**src/rtl/eq_arb_pkg.sv**
```systemverilog
// Shared types and default sizing for the equality-compare arbiter slice.
package eq_arb_pkg;

    localparam int unsigned NUM_REQ_DEF = 4;
    localparam int unsigned WIDTH_DEF   = 2;

    typedef enum logic [1:0] {
        IDLE    = 2'd0,
        CAPTURE = 2'd1,
        COMPARE = 2'd2,
        RESPOND = 2'd3
    } arb_state_e;

endpackage : eq_arb_pkg

```
**src/rtl/bit_equality.sv**
```systemverilog
// Unsigned full-width equality comparator shared by all requesters.
module bit_equality #(
    parameter int unsigned WIDTH = 2
) (
    input  logic [WIDTH-1:0] a,
    input  logic [WIDTH-1:0] b,
    output logic             z
);

    assign z = (a == b);

endmodule : bit_equality

```
**src/rtl/rr_arbiter.sv**
```systemverilog
// Combinational round-robin pick: first set request after rr_ptr, wrapping.
module rr_arbiter #(
    parameter int unsigned NUM_REQ = 4,
    parameter int unsigned ID_W    = 2
) (
    input  logic [NUM_REQ-1:0] req,
    input  logic [ID_W-1:0]    rr_ptr,
    output logic               any,
    output logic [NUM_REQ-1:0] winner,
    output logic [ID_W-1:0]    winner_idx
);

    logic [ID_W:0]   sum;
    logic [ID_W-1:0] idx;

    // Offsets 1..NUM_REQ visit rr_ptr last, giving it the lowest priority.
    always_comb begin
        any        = 1'b0;
        winner     = '0;
        winner_idx = '0;
        sum        = '0;
        idx        = '0;
        for (int unsigned k = 1; k <= NUM_REQ; k++) begin
            sum = {1'b0, rr_ptr} + (ID_W+1)'(k);
            if (sum >= (ID_W+1)'(NUM_REQ)) begin
                sum = sum - (ID_W+1)'(NUM_REQ);
            end
            idx = sum[ID_W-1:0];
            if (!any && req[idx]) begin
                any        = 1'b1;
                winner     = NUM_REQ'(1) << idx;
                winner_idx = idx;
            end
        end
    end

endmodule : rr_arbiter

```
**src/rtl/eq_compare_arbiter.sv**
```systemverilog
// Round-robin sharing of one equality comparator among NUM_REQ requesters,
// returning a tagged result over a valid/ready response port.
module eq_compare_arbiter
    import eq_arb_pkg::*;
#(
    parameter int unsigned NUM_REQ = NUM_REQ_DEF,
    parameter int unsigned WIDTH   = WIDTH_DEF,
    parameter int unsigned ID_W    = $clog2(NUM_REQ)
) (
    input  logic                     clk,
    input  logic                     rst_n,
    input  logic [NUM_REQ-1:0]       req,
    input  logic [NUM_REQ*WIDTH-1:0] a_flat,
    input  logic [NUM_REQ*WIDTH-1:0] b_flat,
    output logic [NUM_REQ-1:0]       grant,
    output logic                     busy,
    output logic                     rsp_valid,
    input  logic                     rsp_ready,
    output logic [ID_W-1:0]          rsp_id,
    output logic                     rsp_eq
);

    arb_state_e          state_q, state_d;
    logic [WIDTH-1:0]    op_a_q, op_a_d;
    logic [WIDTH-1:0]    op_b_q, op_b_d;
    logic [ID_W-1:0]     id_q, id_d;
    logic [ID_W-1:0]     rr_ptr_q, rr_ptr_d;
    logic [NUM_REQ-1:0]  grant_d;
    logic                busy_d;
    logic                rsp_valid_d;
    logic [ID_W-1:0]     rsp_id_d;
    logic                rsp_eq_d;

    logic                win_any;
    logic [NUM_REQ-1:0]  win_onehot;
    logic [ID_W-1:0]     win_idx;
    logic [WIDTH-1:0]    sel_a;
    logic [WIDTH-1:0]    sel_b;
    logic                eq_z;

    rr_arbiter #(
        .NUM_REQ (NUM_REQ),
        .ID_W    (ID_W)
    ) u_rr_arbiter (
        .req        (req),
        .rr_ptr     (rr_ptr_q),
        .any        (win_any),
        .winner     (win_onehot),
        .winner_idx (win_idx)
    );

    bit_equality #(
        .WIDTH (WIDTH)
    ) u_bit_equality (
        .a (op_a_q),
        .b (op_b_q),
        .z (eq_z)
    );

    // Operand mux driven by the one-hot winner.
    always_comb begin
        sel_a = '0;
        sel_b = '0;
        for (int unsigned i = 0; i < NUM_REQ; i++) begin
            if (win_onehot[i]) begin
                sel_a = a_flat[i*WIDTH +: WIDTH];
                sel_b = b_flat[i*WIDTH +: WIDTH];
            end
        end
    end

    always_ff @(posedge clk or negedge rst_n) begin
        if (!rst_n) begin
            state_q   <= IDLE;
            op_a_q    <= '0;
            op_b_q    <= '0;
            id_q      <= '0;
            rr_ptr_q  <= ID_W'(NUM_REQ - 1);
            grant     <= '0;
            busy      <= 1'b0;
            rsp_valid <= 1'b0;
            rsp_id    <= '0;
            rsp_eq    <= 1'b0;
        end else begin
            state_q   <= state_d;
            op_a_q    <= op_a_d;
            op_b_q    <= op_b_d;
            id_q      <= id_d;
            rr_ptr_q  <= rr_ptr_d;
            grant     <= grant_d;
            busy      <= busy_d;
            rsp_valid <= rsp_valid_d;
            rsp_id    <= rsp_id_d;
            rsp_eq    <= rsp_eq_d;
        end
    end

    // Next state and next registered outputs; grant defaults low so it pulses once.
    always_comb begin
        state_d     = state_q;
        op_a_d      = op_a_q;
        op_b_d      = op_b_q;
        id_d        = id_q;
        rr_ptr_d    = rr_ptr_q;
        grant_d     = '0;
        busy_d      = busy;
        rsp_valid_d = rsp_valid;
        rsp_id_d    = rsp_id;
        rsp_eq_d    = rsp_eq;
        case (state_q)
            IDLE: begin
                if (win_any) begin
                    op_a_d  = sel_a;
                    op_b_d  = sel_b;
                    id_d    = win_idx;
                    grant_d = win_onehot;
                    busy_d  = 1'b1;
                    state_d = CAPTURE;
                end
            end
            CAPTURE: begin
                state_d = COMPARE;
            end
            COMPARE: begin
                rsp_eq_d    = eq_z;
                rsp_id_d    = id_q;
                rr_ptr_d    = id_q;
                rsp_valid_d = 1'b1;
                state_d     = RESPOND;
            end
            RESPOND: begin
                if (rsp_ready) begin
                    rsp_valid_d = 1'b0;
                    busy_d      = 1'b0;
                    state_d     = IDLE;
                end
            end
            default: begin
                state_d = IDLE;
            end
        endcase
    end

endmodule : eq_compare_arbiter
```
**config.mk**
```make
export PLATFORM = sky130hd
export DESIGN_NAME = eq_compare_arbiter
export DESIGN_NICKNAME = d
export VERILOG_FILES = /design/src/rtl/eq_arb_pkg.sv /design/src/rtl/bit_equality.sv /design/src/rtl/rr_arbiter.sv /design/src/rtl/eq_compare_arbiter.sv
export SDC_FILE = /design/constraint.sdc
export NUM_CORES = 1
export LEC_CHECK = 0
export ABC_AREA = 1
export CORE_AREA = 3 3 58 60
export DETAILED_ROUTE_END_ITERATION = 7
export DIE_AREA = 0 0 61 63
export PLACE_DENSITY = 0.76
export SLEW_MARGIN = 20
export SYNTH_ARGS = -nofsm -noshare
export SYNTH_HDL_FRONTEND = slang
export SYNTH_SLANG_ARGS = --single-unit
```
**constraint.sdc**
```tcl
create_clock -name clk -period 5.84 [get_ports clk]
set_clock_uncertainty 0.1 [all_clocks]
set_input_delay 0.584 -clock clk [delete_from_list [all_inputs] [get_ports clk]]
set_output_delay 0.584 -clock clk [all_outputs]
set_load 0.01 [all_outputs]
```
* After elaboration in Yosys (flattened, before gate mapping) *
Index checks and enable logic that the tools add are counted.

word-level totals
  input port bits = 23
  flip-flop bits (word level) = 19

operators by class
  $add $sub $neg = 8
  equality and inequality tests = 6
  mux-type cells = 41
  reductions and logical operators = 13
  shift-type cells = 4
  magnitude comparators = 8

operators by type and width
  cell                                                   number
  2-to-1 mux 2 bit                                       18
  2-to-1 mux 4 bit                                       6
  left shift 1 x 2 -> 4 bit, first input constant        4
  >= comparator 3 bit, second input constant             4
  < comparator 2 x 3 -> 1 bit, second input constant     4
  2-to-1 mux 1 bit                                       10
  binary-select mux 1 bit (select 2 bit)                 4
  one-hot mux 2 bit (4 select lines)                     1
  subtractor 2 x 1 -> 2 bit, second input constant       4
  adder 2 x 2 -> 3 bit, second input constant            2
  AND reduction 2 bit                                    3
  == test 2 bit, second input constant                   2
  one-hot mux 1 bit (2 select lines)                     2
  nonzero test 2 bit                                     2
  adder 2 x 1 -> 3 bit, second input constant            1
  adder 2 x 3 -> 3 bit, second input constant            1
  logical AND 1 bit                                      3
  zero test 1 bit                                        3
  AND reduction 3 bit                                    1
  == test 2 x 1 -> 1 bit, second input constant          1
  == test 2 bit                                          1
  zero test 2 bit                                        1
  inequality test 2 x 1 -> 1 bit, second input constant  1
  inequality test 2 bit, second input constant           1

* Depth between registers and ports, before layout *
Gate-level depths: netlist of the first run.

  word-level depth = 19
  mapped depth = 16
  gate-level depth less buffers = 16

* Modules after synthesis *
From an unflattened synthesis of the first run, not the netlist that was laid out.

second synthesis, totals
  cells, all modules = 201
  area, all modules = 1482.7 um^2

modules (own cells, without submodules)
  module              area an instance (um^2)  times used  cells each
  eq_compare_arbiter  913.4                    1           113
  rr_arbiter          528.0                    1           77
  bit_equality        41.3                     1           11

* Least setup slack after synthesis of the first run *
No wires, ideal clock.

  kind = reg-to-reg
  from = reg rr_ptr_q[1]
  to = reg op_a_q[0]
  stages on the path, launching flop included = 13
  clock period less this slack = 2.227 ns
  arrival = 2.011 ns
  data required time = 5.624 ns
  path slack = 3.613 ns
  path through = dfstp_2 -> inv_1 -> ha_1 -> inv_1 -> nand3_2 -> nand2_4 -> nor2_2 -> a22oi_1 -> nand3_2 -> a21oi_1 -> nand2_1 -> nand2_1 -> nand2_1

between the ends
  longest elaborated chain between the ends = 19
  elaborated cells between the ends (all ways) = 47
  classes of those cells = 8 x add/sub; 4 x order compare; 4 x shift; 24 x mux; 7 x reduce/logical

ends and longest elaborated chain
  element                                                           line                                text
  start: declaration                                                eq_compare_arbiter.sv:27            logic [ID_W-1:0] rr_ptr_q, rr_ptr_d;
  start signal: assignment                                          eq_compare_arbiter.sv:78            rr_ptr_q <= ID_W'(NUM_REQ - 1);
  start signal: assignment                                          eq_compare_arbiter.sv:89            rr_ptr_q <= rr_ptr_d;
  adder 2 x 1 -> 3 bit                                              rr_arbiter.sv:24                    sum = {1'b0, rr_ptr} + (ID_W+1)'(k);
  >= comparator 3 bit or subtractor 2 x 1 -> 2 bit (tied branches)  rr_arbiter.sv:25, rr_arbiter.sv:26
  2-to-1 mux 2 bit                                                  rr_arbiter.sv:25                    if (sum >= (ID_W+1)'(NUM_REQ)) begin
  binary-select mux 1 bit (select 2 bit)                            rr_arbiter.sv:29                    if (!any && req[idx]) begin
  2-to-1 mux 1 bit (implied by the code)                            rr_arbiter.sv:29
  2-to-1 mux 1 bit                                                  rr_arbiter.sv:29
  zero test 1 bit                                                   rr_arbiter.sv:29
  logical AND 1 bit                                                 rr_arbiter.sv:29
  2-to-1 mux 1 bit                                                  rr_arbiter.sv:29
  zero test 1 bit                                                   rr_arbiter.sv:29
  logical AND 1 bit                                                 rr_arbiter.sv:29
  2-to-1 mux 1 bit                                                  rr_arbiter.sv:29
  zero test 1 bit                                                   rr_arbiter.sv:29
  logical AND 1 bit                                                 rr_arbiter.sv:29
  2-to-1 mux 4 bit                                                  rr_arbiter.sv:29
  2-to-1 mux 2 bit (4 in series)                                    eq_compare_arbiter.sv:65            if (win_onehot[i]) begin
  end signal: assignment                                            eq_compare_arbiter.sv:86            op_a_q <= op_a_d;
  end: declaration                                                  eq_compare_arbiter.sv:24            logic [WIDTH-1:0] op_a_q, op_a_d;

Several ways; a longest one is shown, not always the timed one. The select of a mux whose other input is x is not followed.
A chain may end at the register's enable or synchronous reset.

* Worst setup path in the final report of the first run *
  from = reg rr_ptr_q[1]
  to = reg id_q[0]

between the ends
  longest elaborated chain between the ends = 16
  elaborated cells between the ends (all ways) = 39
  classes of those cells = 8 x add/sub; 4 x order compare; 20 x mux; 7 x reduce/logical

ends and longest elaborated chain
  element                                                           line                                text
  adder 2 x 1 -> 3 bit                                              rr_arbiter.sv:24
  >= comparator 3 bit or subtractor 2 x 1 -> 2 bit (tied branches)  rr_arbiter.sv:25, rr_arbiter.sv:26
  2-to-1 mux 2 bit                                                  rr_arbiter.sv:25
  binary-select mux 1 bit (select 2 bit)                            rr_arbiter.sv:29
  2-to-1 mux 1 bit (implied by the code)                            rr_arbiter.sv:29
  2-to-1 mux 1 bit                                                  rr_arbiter.sv:29
  zero test 1 bit                                                   rr_arbiter.sv:29
  logical AND 1 bit                                                 rr_arbiter.sv:29
  2-to-1 mux 1 bit                                                  rr_arbiter.sv:29
  zero test 1 bit                                                   rr_arbiter.sv:29
  logical AND 1 bit                                                 rr_arbiter.sv:29
  2-to-1 mux 1 bit                                                  rr_arbiter.sv:29
  zero test 1 bit                                                   rr_arbiter.sv:29
  logical AND 1 bit                                                 rr_arbiter.sv:29
  2-to-1 mux 1 bit                                                  rr_arbiter.sv:29
  AND reduction 2 bit (no source line)                              --
  end signal: assignment                                            eq_compare_arbiter.sv:88            id_q <= id_d;
  end: declaration                                                  eq_compare_arbiter.sv:26            logic [ID_W-1:0] id_q, id_d;

Several ways; a longest one is shown, not always the timed one. The select of a mux whose other input is x is not followed.

==> flow_summary.json, run 1 <==
{
  "status": "finished clean",
  "ys_ff_latch": 19,
  "rsz0062_at_grt": "false",
  "cts_sinks": 19,
  "grt_pass1_wl_um": 4950,
  "yosysSeqAreaShare_pct": 33.9,
  "placed_cell_area_um2": 1750,
  "max_cap_violations": 0,
  "dr_total_vias": 1288,
  "yosys.cell_types.count": 27,
  "critPathMaxFanout": 13,
  "overflow": 0,
  "critPathKind": "flop to flop",
  "ant_nets": 0,
  "yosysTopAreaCellShare_pct": 30.2,
  "h-tree-depth": 1,
  "syn2layout_area_growth_pct": 26.0,
  "ios": 32,
  "powerDensity_nw_per_um2": 556,
  "seq_area_um2": 478,
  "setup_viol": 0,
  "cp-end-kind": "flop",
  "cts_hold_buf": 0,
  "syn-num-nets": 229,
  "row_count": 20,
  "route.detailed.wl_per_inst_um": 11.2,
  "io_buffers": 31,
  "initial_core_util_pct": 47.3,
  "relSlewSlack_pct": 47.4,
  "synthCells": 196,
  "numCtsBuffers": 3,
  "first_iter_violations": 22,
  "post_cts_resized": 0,
  "first_pass_iters": 4,
  "core_um2": 2980,
  "slew_viol_final": 0,
  "synthTopCellsByArea": "dfrtp_1, nand2_1, ha_1",
  "cp.arrival_ns": 2.76,
  "fp.dieArea_um2": 3840,
  "finalCritPeriodShare_pct": 46.2,
  "setup-tns-final_ns": 0,
  "vdd_drop_max_v": 0.000281,
  "grt_antenna_before_repair": 0,
  "max_freq_ghz": 0.371,
  "die_h_um": 63,
  "finalCriticalPeriod_ns": 2.70,
  "track_usage_pct": 16.0,
  "dp_hpwl_um": 2360,
  "worstMarginPinSlew_ns": 0.786,
  "post_cts_buffers": 0,
  "gp_congestion": 0.940,
  "design_area_um2": 1780,
  "drt_wl_total_um": 2940,
  "critPathLaunchType": "flop",
  "yosys.area.top_type": "dfrtp_1",
  "grt_pass1_vias": 1145,
  "fill_cells": 282,
  "route.detailed.drc": 0,
  "cts_tree": "built",
  "leakagePower_uw": 0.000944,
  "multiInputGateArea_um2": 788,
  "clk_latency_ns": 0.29,
  "required_ns": 5.90,
  "netlist_area_um2": 1410,
  "die_x_um": 61,
  "yosysWarningCount": 0,
  "clockRootBuffer": "clkbuf_4",
  "syn_avg_cell_area_um2": 7.19,
  "hold_violations": 0,
  "antenna_cells": 0,
  "grt_max_degree": 20,
  "clkTransAtPathRegs_ns": 0.10,
  "viasPerCell": 4.92,
  "clockBufferDepth": 2,
  "nets": 263,
  "drive_above_1_share_pct": 11.8,
  "hold_path.class": "flop to flop"
}
through the flow:
step | utilization (%) | instances | hold slack, ns | power, µW | setup WS (ns)
after floorplan | - | 196 | 0.188 | 749 | 3.61
after global placement | 58.7 | 258 | 0.377 | 912 | 3.34
final | 59.6 | 262 | 0.390 | 988 | 3.14
after CTS | 59.6 | 262 | 0.398 | 990 | 3.15
after global routing | 59.6 | 262 | 0.433 | 1100 | 2.87
after detailed placement | 58.7 | 258 | 0.370 | 922 | 3.20
cells in the mapped netlist, drive strengths merged:
| master | number |
|---|---|
| dfrtp | 17 |
| nand2 | 67 |
| ha | 10 |
| dfstp | 2 |
| a22oi | 1 |
| buf | 1 |
| inv | 35 |
| o211ai | 1 |
| nand4 | 2 |
| clkbuf | 1 |
| nor2 | 9 |
| o311ai | 1 |
| a21oi | 15 |
| o22ai | 2 |
| nand3 | 20 |
| xnor2 | 2 |
| o21ai | 9 |
| a21boi | 1 |
report_power, final:
part	internal (µW)	total, µW	switching, µW
logic	260	684	425
registers	197	241	44.4
clock network	26.5	62.5	36.0
total	483	988	505
registers in the layout, indices dropped and copies added (netlist names):
name	flops
busy	1
grant	4
id_q	2
op_a_q	2
op_b_q	2
rr_ptr_q	2
rsp_eq	1
rsp_id	2
rsp_valid	1
state_q	2
layout make-up:
type | instances | share of cell area (%)
inverters | 35 | 7.40
flip-flops and latches | 19 | 26.9
repair buffers | 31 | 17.5
multi-input cells | 140 | 44.4
well taps | 33 | 2.33
clock buffers | 4 | 1.48
cell usage in the layout (no fill, tap or decap):
master / count
nand3_4: 1
clkbuf_4: 3
nand4_1: 2
o21ai_0: 9
o211ai_1: 1
a22oi_1: 1
clkdlybuf4s50_1: 31
nor2_1: 6
o311ai_0: 1
a21boi_2: 1
xnor2_1: 2
nand2_2: 3
ha_1: 10
inv_1: 30
a21oi_1: 14
nor2_4: 1
dfstp_2: 2
nand2_1: 63
nand3_1: 13
clkbuf_1: 1
nor2_2: 2
o22ai_1: 1
nand3_2: 6
inv_2: 5
o22ai_2: 1
a21oi_2: 1
dfrtp_1: 17
nand2_4: 1
routing by layer:
metal / track usage [%] / part of all wire (%) / wire [µm]
met1: 22.1 / 47 / 1370
met2: 26.2 / 50 / 1470
met3: 1.24 / 2.8 / 82
met4: 4.61 / 0.58 / 17
met5: 0 / 0 / 0
path summary, 6_finish.rpt:
path / start / end / slack [ns] / cells after the start
worst max-delay path: rr_ptr_q[1] / id_q[0] / 3.14 / 11
worst min-delay path: id_q[1] / id_q[1] / 0.39 / 2
worst max register to register: rr_ptr_q[1] / id_q[0] / 3.14 / 11
worst min register to register: id_q[1] / id_q[1] / 0.39 / 2
max in group asynchronous: rst_n / rsp_eq / 4.50 / 1
min in group asynchronous: rst_n / rsp_valid / 0.64 / 1
cells by family (layout without fill, tap and decap cells):
family	count (synthesis)	count (layout)	share of synthesized area (%)
AOI/OAI and AO/OA	30	30	12.6
xor gates and xnor gates	2	2	1.24
adders and majority gates	10	10	8.88
buffers and inverters	37	70	10.1
DFF	19	19	33.9
and+or+nand+nor	98	98	33.2
worst max-delay path, stage by stage (launching register included):
cell and delay [ns]:
dfstp_2 0.62, inv_1 0.18, ha_1 0.37, inv_1 0.09, nand3_2 0.11, nand2_4 0.09
nor2_4 0.20, nand3_1 0.15, nand2_1 0.32, inv_1 0.11, o311ai_0 0.13, nand2_1 0.08
No activity file was read; power rests on OpenSTA's default activity.
==> inputs of run 2 (changes only) <==
--- a/config.mk
+++ b/config.mk
@@ -6,10 +6,10 @@
 export NUM_CORES = 1
 export LEC_CHECK = 0
 export ABC_AREA = 1
-export CORE_AREA = 3 3 58 60
+export CORE_AREA = 3 3 60 62
 export DETAILED_ROUTE_END_ITERATION = 7
-export DIE_AREA = 0 0 61 63
-export PLACE_DENSITY = 0.76
+export DIE_AREA = 0 0 63 65
+export PLACE_DENSITY = 0.74
 export SLEW_MARGIN = 20
 export SYNTH_ARGS = -nofsm -noshare
 export SYNTH_HDL_FRONTEND = slang
==> constraint.sdc (replaced) <==
create_clock -name clk -period 2.38 [get_ports clk]
set_clock_uncertainty 0.1 [all_clocks]
set_input_delay 0.238 -clock clk [delete_from_list [all_inputs] [get_ports clk]]
set_output_delay 0.238 -clock clk [all_outputs]
set_load 0.01 [all_outputs]
==> run 2 against run 1 <==
- critical endpoint is now op_a_q[1]
- register-to-register slack lost 3.0 ns
- clock power grew to 2.6 times the previous value
- flip-flop and latch count is the same
- worst setup slack lost 3.0 ns
- die area grew 6.6%
==> flow_summary.json, run 2 (same netlist as run 1, synthesis figures left out) <==
{
  "largest_reg_flops": 4,
  "status": "finished clean",
  "syn2layout_area_growth_pct": 35.3,
  "clkTransAtPathRegs_ns": 0.10,
  "die_x_um": 63,
  "finalCriticalPeriod_ns": 2.24,
  "route.detailed.drc": 0,
  "route.detailed.wl_per_inst_um": 11.5,
  "critPathLaunchType": "flop",
  "viasPerCell": 4.79,
  "critPathKind": "flop to flop",
  "largest-register": "grant",
  "grt_pass1_vias": 1361,
  "drt_wl_total_um": 3250,
  "powerDensity_nw_per_um2": 1400,
  "setup_viol": 0,
  "hold_violations": 0,
  "clk_latency_ns": 0.30,
  "crit_start": "rr_ptr_q[1]",
  "reg2reg_from": "rr_ptr_q[1]",
  "ios": 32,
  "finalCritPeriodShare_pct": 93.9,
  "track_usage_pct": 17.2,
  "cts_sinks": 19,
  "worstMarginPinSlew_ns": 0.342,
  "fp.dieArea_um2": 4100,
  "setup-tns-final_ns": 0,
  "numCtsBuffers": 3,
  "grt_antenna_before_repair": 0,
  "die_h_um": 65,
  "ff2ff_path_depth": 12,
  "first_pass_iters": 4,
  "relSlewSlack_pct": 76.9,
  "nets": 273,
  "ant_nets": 0,
  "leakagePower_uw": 0.000995,
  "dr_total_vias": 1355,
  "vdd_drop_max_v": 0.000738,
  "max_cap_violations": 0,
  "antenna_cells": 0,
  "core_um2": 3080,
  "max_freq_ghz": 0.447,
  "hold_path.class": "primary input to asynchronous set/reset pin",
  "drive_above_1_share_pct": 17.2,
  "io_buffers": 31,
  "grt_max_degree": 20,
  "clockRootBuffer": "clkbuf_4",
  "cts_tree": "built",
  "required_ns": 2.48,
  "cts_hold_buf": 0,
  "clockBufferDepth": 2,
  "grt_pass1_wl_um": 5690,
  "overflow": 0,
  "slew_viol_final": 0,
  "cp.arrival_ns": 2.33,
  "final_cell_mix": "nand2_1, clkdlybuf4s50_1, inv_1",
  "h-tree-depth": 1,
  "setup_ws_ns": 0.145,
  "cp-end-kind": "flop",
  "first_iter_violations": 54,
  "initial_core_util_pct": 45.8,
  "critPathMaxFanout": 6,
  "dp_hpwl_um": 2590,
  "row_count": 20,
  "place_worst_setup_slack_ns": 0.113,
  "gp_congestion": 0.892,
  "final_common_cell": "nand2_1"
}
run 2: what timing repair did:
action,CTS,global route
buffers inserted,0,1
endpoints found under the hold margin,0,0
gates resized for setup,0,7
setup endpoints to repair,0,7
run 2: final timing paths:
check	endpoint	slack (ns)
setup / recovery	op_a_q[1]	0.14
max in group asynchronous	rr_ptr_q[0]	1.77
min in group clk	id_q[0]	0.40
setup reg to reg	op_a_q[1]	0.14
hold reg to reg	id_q[0]	0.40
hold / removal	busy	0.15
run 2: routing by layer:
layer / up-vias / part of all wire (%) / global-route usage (%)
met1: 608 / 46 / 21.1
met5: - / 0 / 0
li1: 713 / - / -
met2: 27 / 48 / 29.6
met3: 7 / 3.5 / 2.25
met4: 0 / 2.4 / 8.26
run 2: stage by stage:
step / util [%] / area, µm² / hold WS [ns] / power, µW / std cells
2_1_floorplan: - / 1410 / -0.158 / 1840 / 196
3_3_place_gp: 59.5 / 1830 / 0.367 / 2350 / 278
3_5_place_dp: 59.5 / 1830 / 0.377 / 2390 / 278
4_1_cts: 60.3 / 1860 / 0.157 / 2550 / 282
5_1_grt: 61.9 / 1910 / 0.171 / 2970 / 283
6_report: 61.9 / 1910 / 0.152 / 2670 / 283
run 2: final cells by class:
class / instances / area (µm²)
Clock buffer: 4 / 26.3
Fill cell: 289 / 1170
Multi-Input combinational cell: 140 / 830
Inverter: 35 / 131
Sequential cell: 19 / 478
Timing Repair Buffer: 41 / 385
Tap cell: 44 / 55.1
run 2: critical path, stage by stage, from the launching register on:
cell and delay, ns:
dfstp_2 0.56, inv_1 0.08, ha_4 0.29, inv_2 0.05, nand3_2 0.09, nand2_4 0.10
nor2_4 0.20, nand3_1 0.13, nand2_1 0.20, buf_4 0.17, a21oi_1 0.04, nand2_1 0.07
nand2_1 0.04
run 2: report_power, final:
| group | internal (µW) | total [µW] | switching (µW) |
|---|---|---|---|
| Sequential | 481 | 558 | 77.1 |
| Combinational | 793 | 1950 | 1160 |
| Clock | 65.3 | 162 | 96.6 |
| Total | 1340 | 2670 | 1330 |
==> inputs of run 3 (changes only) <==
--- a/config.mk
+++ b/config.mk
@@ -6,10 +6,11 @@
 export NUM_CORES = 1
 export LEC_CHECK = 0
 export ABC_AREA = 1
-export CORE_AREA = 3 3 60 62
+export CORE_AREA = 3 3 58 60
+export CTS_CLUSTER_SIZE = 24
 export DETAILED_ROUTE_END_ITERATION = 7
-export DIE_AREA = 0 0 63 65
-export PLACE_DENSITY = 0.74
+export DIE_AREA = 0 0 61 63
+export PLACE_DENSITY = 0.76
 export SLEW_MARGIN = 20
 export SYNTH_ARGS = -nofsm -noshare
 export SYNTH_HDL_FRONTEND = slang
==> constraint.sdc (replaced) <==
create_clock -name clk -period 2.62 [get_ports clk]
set_clock_uncertainty 0.1 [all_clocks]
set_input_delay 0.262 -clock clk [delete_from_list [all_inputs] [get_ports clk]]
set_output_delay 0.262 -clock clk [all_outputs]
set_load 0.01 [all_outputs]
==> run 3 against run 2 <==
- first-iteration DRC count decreased by 3.7%
- critical path depth increased by 2
- total power decreased by 15%
- hold slack improved by 0.18 ns
==> flow_summary.json, run 3 (same netlist as run 1, synthesis figures left out) <==
{
  "status": "finished clean",
  "powerDensity_nw_per_um2": 1240,
  "finalCriticalPeriod_ns": 2.40,
  "place_worst_setup_slack_ns": 0.126,
  "clockRootBuffer": "clkbuf_4",
  "ios": 32,
  "final_common_cell": "nand2_1",
  "slew_viol_final": 0,
  "swShare_pct": 50.3,
  "route.detailed.drc": 0,
  "relSlewSlack_pct": 45.8,
  "seqPwrFrac_pct": 23.0,
  "first_pass_iters": 4,
  "dr_total_vias": 1331,
  "clockBufferDepth": 2,
  "viasPerCell": 5.00,
  "grt_pass1_vias": 1250,
  "largest_reg_flops": 4,
  "core_um2": 2980,
  "grt_pass1_wl_um": 5190,
  "intPower_uw": 1130,
  "hold_violations": 0,
  "combPwrFrac_pct": 70.8,
  "ant_nets": 0,
  "path_delay_family": "simple AND/OR/NAND/NOR gates",
  "largest-register": "grant",
  "io_buffers": 31,
  "drive_above_1_share_pct": 13.7,
  "critPathMaxFanout": 9,
  "first_iter_violations": 52,
  "cp_common_cell": "nand2_1",
  "crit_slowest_cell": "dfstp_2",
  "cp.arrival_ns": 2.49,
  "rrSetupSlack_ns": 0.22,
  "critPathKind": "flop to flop",
  "placed_cell_area_um2": 1760,
  "vdd_drop_max_v": 0.000867,
  "route.detailed.wl_per_inst_um": 10.8,
  "die_h_um": 63,
  "h-tree-depth": 1,
  "slowest_delay_ns": 0.60,
  "row_count": 20,
  "dp_hpwl_um": 2320,
  "finish.utilization_pct": 61.6,
  "cts_hold_buf": 0,
  "initial_core_util_pct": 47.3,
  "required_ns": 2.70,
  "fill_cells": 277,
  "design_area_um2": 1830,
  "cts_sinks": 19,
  "overflow": 0,
  "cts_tree": "built",
  "finalCritPeriodShare_pct": 91.8,
  "crit_chain": "inv_2, ha_1, inv_1, nand3_1, nand2_1, inv_2, nor2_2, nand2_2, nand3_4, a21oi_1, nand2_1, nand2_1, nand2_1, nand2_1",
  "seq_area_um2": 478,
  "cp_num_buf_inv": 3,
  "track_usage_pct": 17.0,
  "leakagePower_uw": 0.000967,
  "setup_ws_ns": 0.215,
  "ff2ff_path_depth": 14,
  "clkTransAtPathRegs_ns": 0.11,
  "numCtsBuffers": 3,
  "drt_wl_total_um": 2880,
  "setup_viol": 0,
  "gp_congestion": 0.882,
  "reg2reg_from": "rr_ptr_q[0]",
  "antenna_cells": 0,
  "fp.dieArea_um2": 3840,
  "nets": 267,
  "multiInputGateArea_um2": 816,
  "final_cell_mix": "nand2_1, clkdlybuf4s50_1, inv_1",
  "reg2reg_to": "op_a_q[0]",
  "worstMarginPinSlew_ns": 0.810,
  "grt_antenna_before_repair": 0,
  "max_cap_violations": 0,
  "p_sw_uw": 1150,
  "grt_max_degree": 20,
  "clk_latency_ns": 0.29,
  "syn2layout_area_growth_pct": 30.1,
  "cp-end-kind": "flop",
  "max_freq_ghz": 0.416,
  "die_x_um": 61,
  "hold_path.class": "primary input to asynchronous set/reset pin",
  "critPathLaunchType": "flop",
  "p_clk_share_pct": 6.2
}
-- run 3: cell types whose count changed in the layout (fill, tap and decap cells not counted), sizes merged --
cell and delta:
buf -6
-- run 3: cell type report --
cell class                 count  share of cell area [%]
sequential                    19                    26.1
clock buffer                   4                    1.43
timing repair buffer          35                    18.6
multi-input combinational    140                    44.5
inverter                      35                    7.17
tap                           33                    2.25
-- run 3: power by group through the flow --
stage,logic (µW),registers (µW),clock network (µW)
2_1_floorplan,1120,549,0
3_3_place_gp,1520,537,0
3_5_place_dp,1530,539,0
4_1_cts,1540,535,147
5_1_grt,1860,544,162
6_report,1610,524,142
-- run 3: what timing repair did --
item                                    in CTS  in global routing
buffers inserted                             0                  2
endpoints found under the setup margin       0                  5
gates resized for setup                      0                  4
-- run 3: per-stage QoR --
stage | std cells | setup TNS, ns | hold WS [ns] | total power (µW)
floorplan | 196 | 0 | -0.134 | 1670
global placement | 260 | 0 | 0.371 | 2050
detailed placement | 260 | 0 | 0.375 | 2070
CTS | 264 | 0 | 0.361 | 2220
global route | 266 | -0.0105 | 0.396 | 2570
finish | 266 | 0 | 0.329 | 2280
-- run 3: layer usage --
layer	share of wire [%]	vias up	GRT usage, %
li1	-	696	-
met1	49	592	23.4
met2	47	39	27.0
met3	3.2	4	1.86
met4	0.94	0	5.96
met5	0	-	0
-- run 3: worst max-delay path by stage --
stage,cells past startpoint,end,start,slack (ns)
floorplan,12,op_a_q[0],rr_ptr_q[1],0.39
global placement,12,op_a_q[0],rr_ptr_q[0],0.22
detailed placement,12,op_a_q[0],rr_ptr_q[0],0.13
CTS,12,op_b_q[1],rr_ptr_q[0],0.11
global route,14,op_a_q[1],rr_ptr_q[0],-0.008
finish,14,op_a_q[0],rr_ptr_q[0],0.22
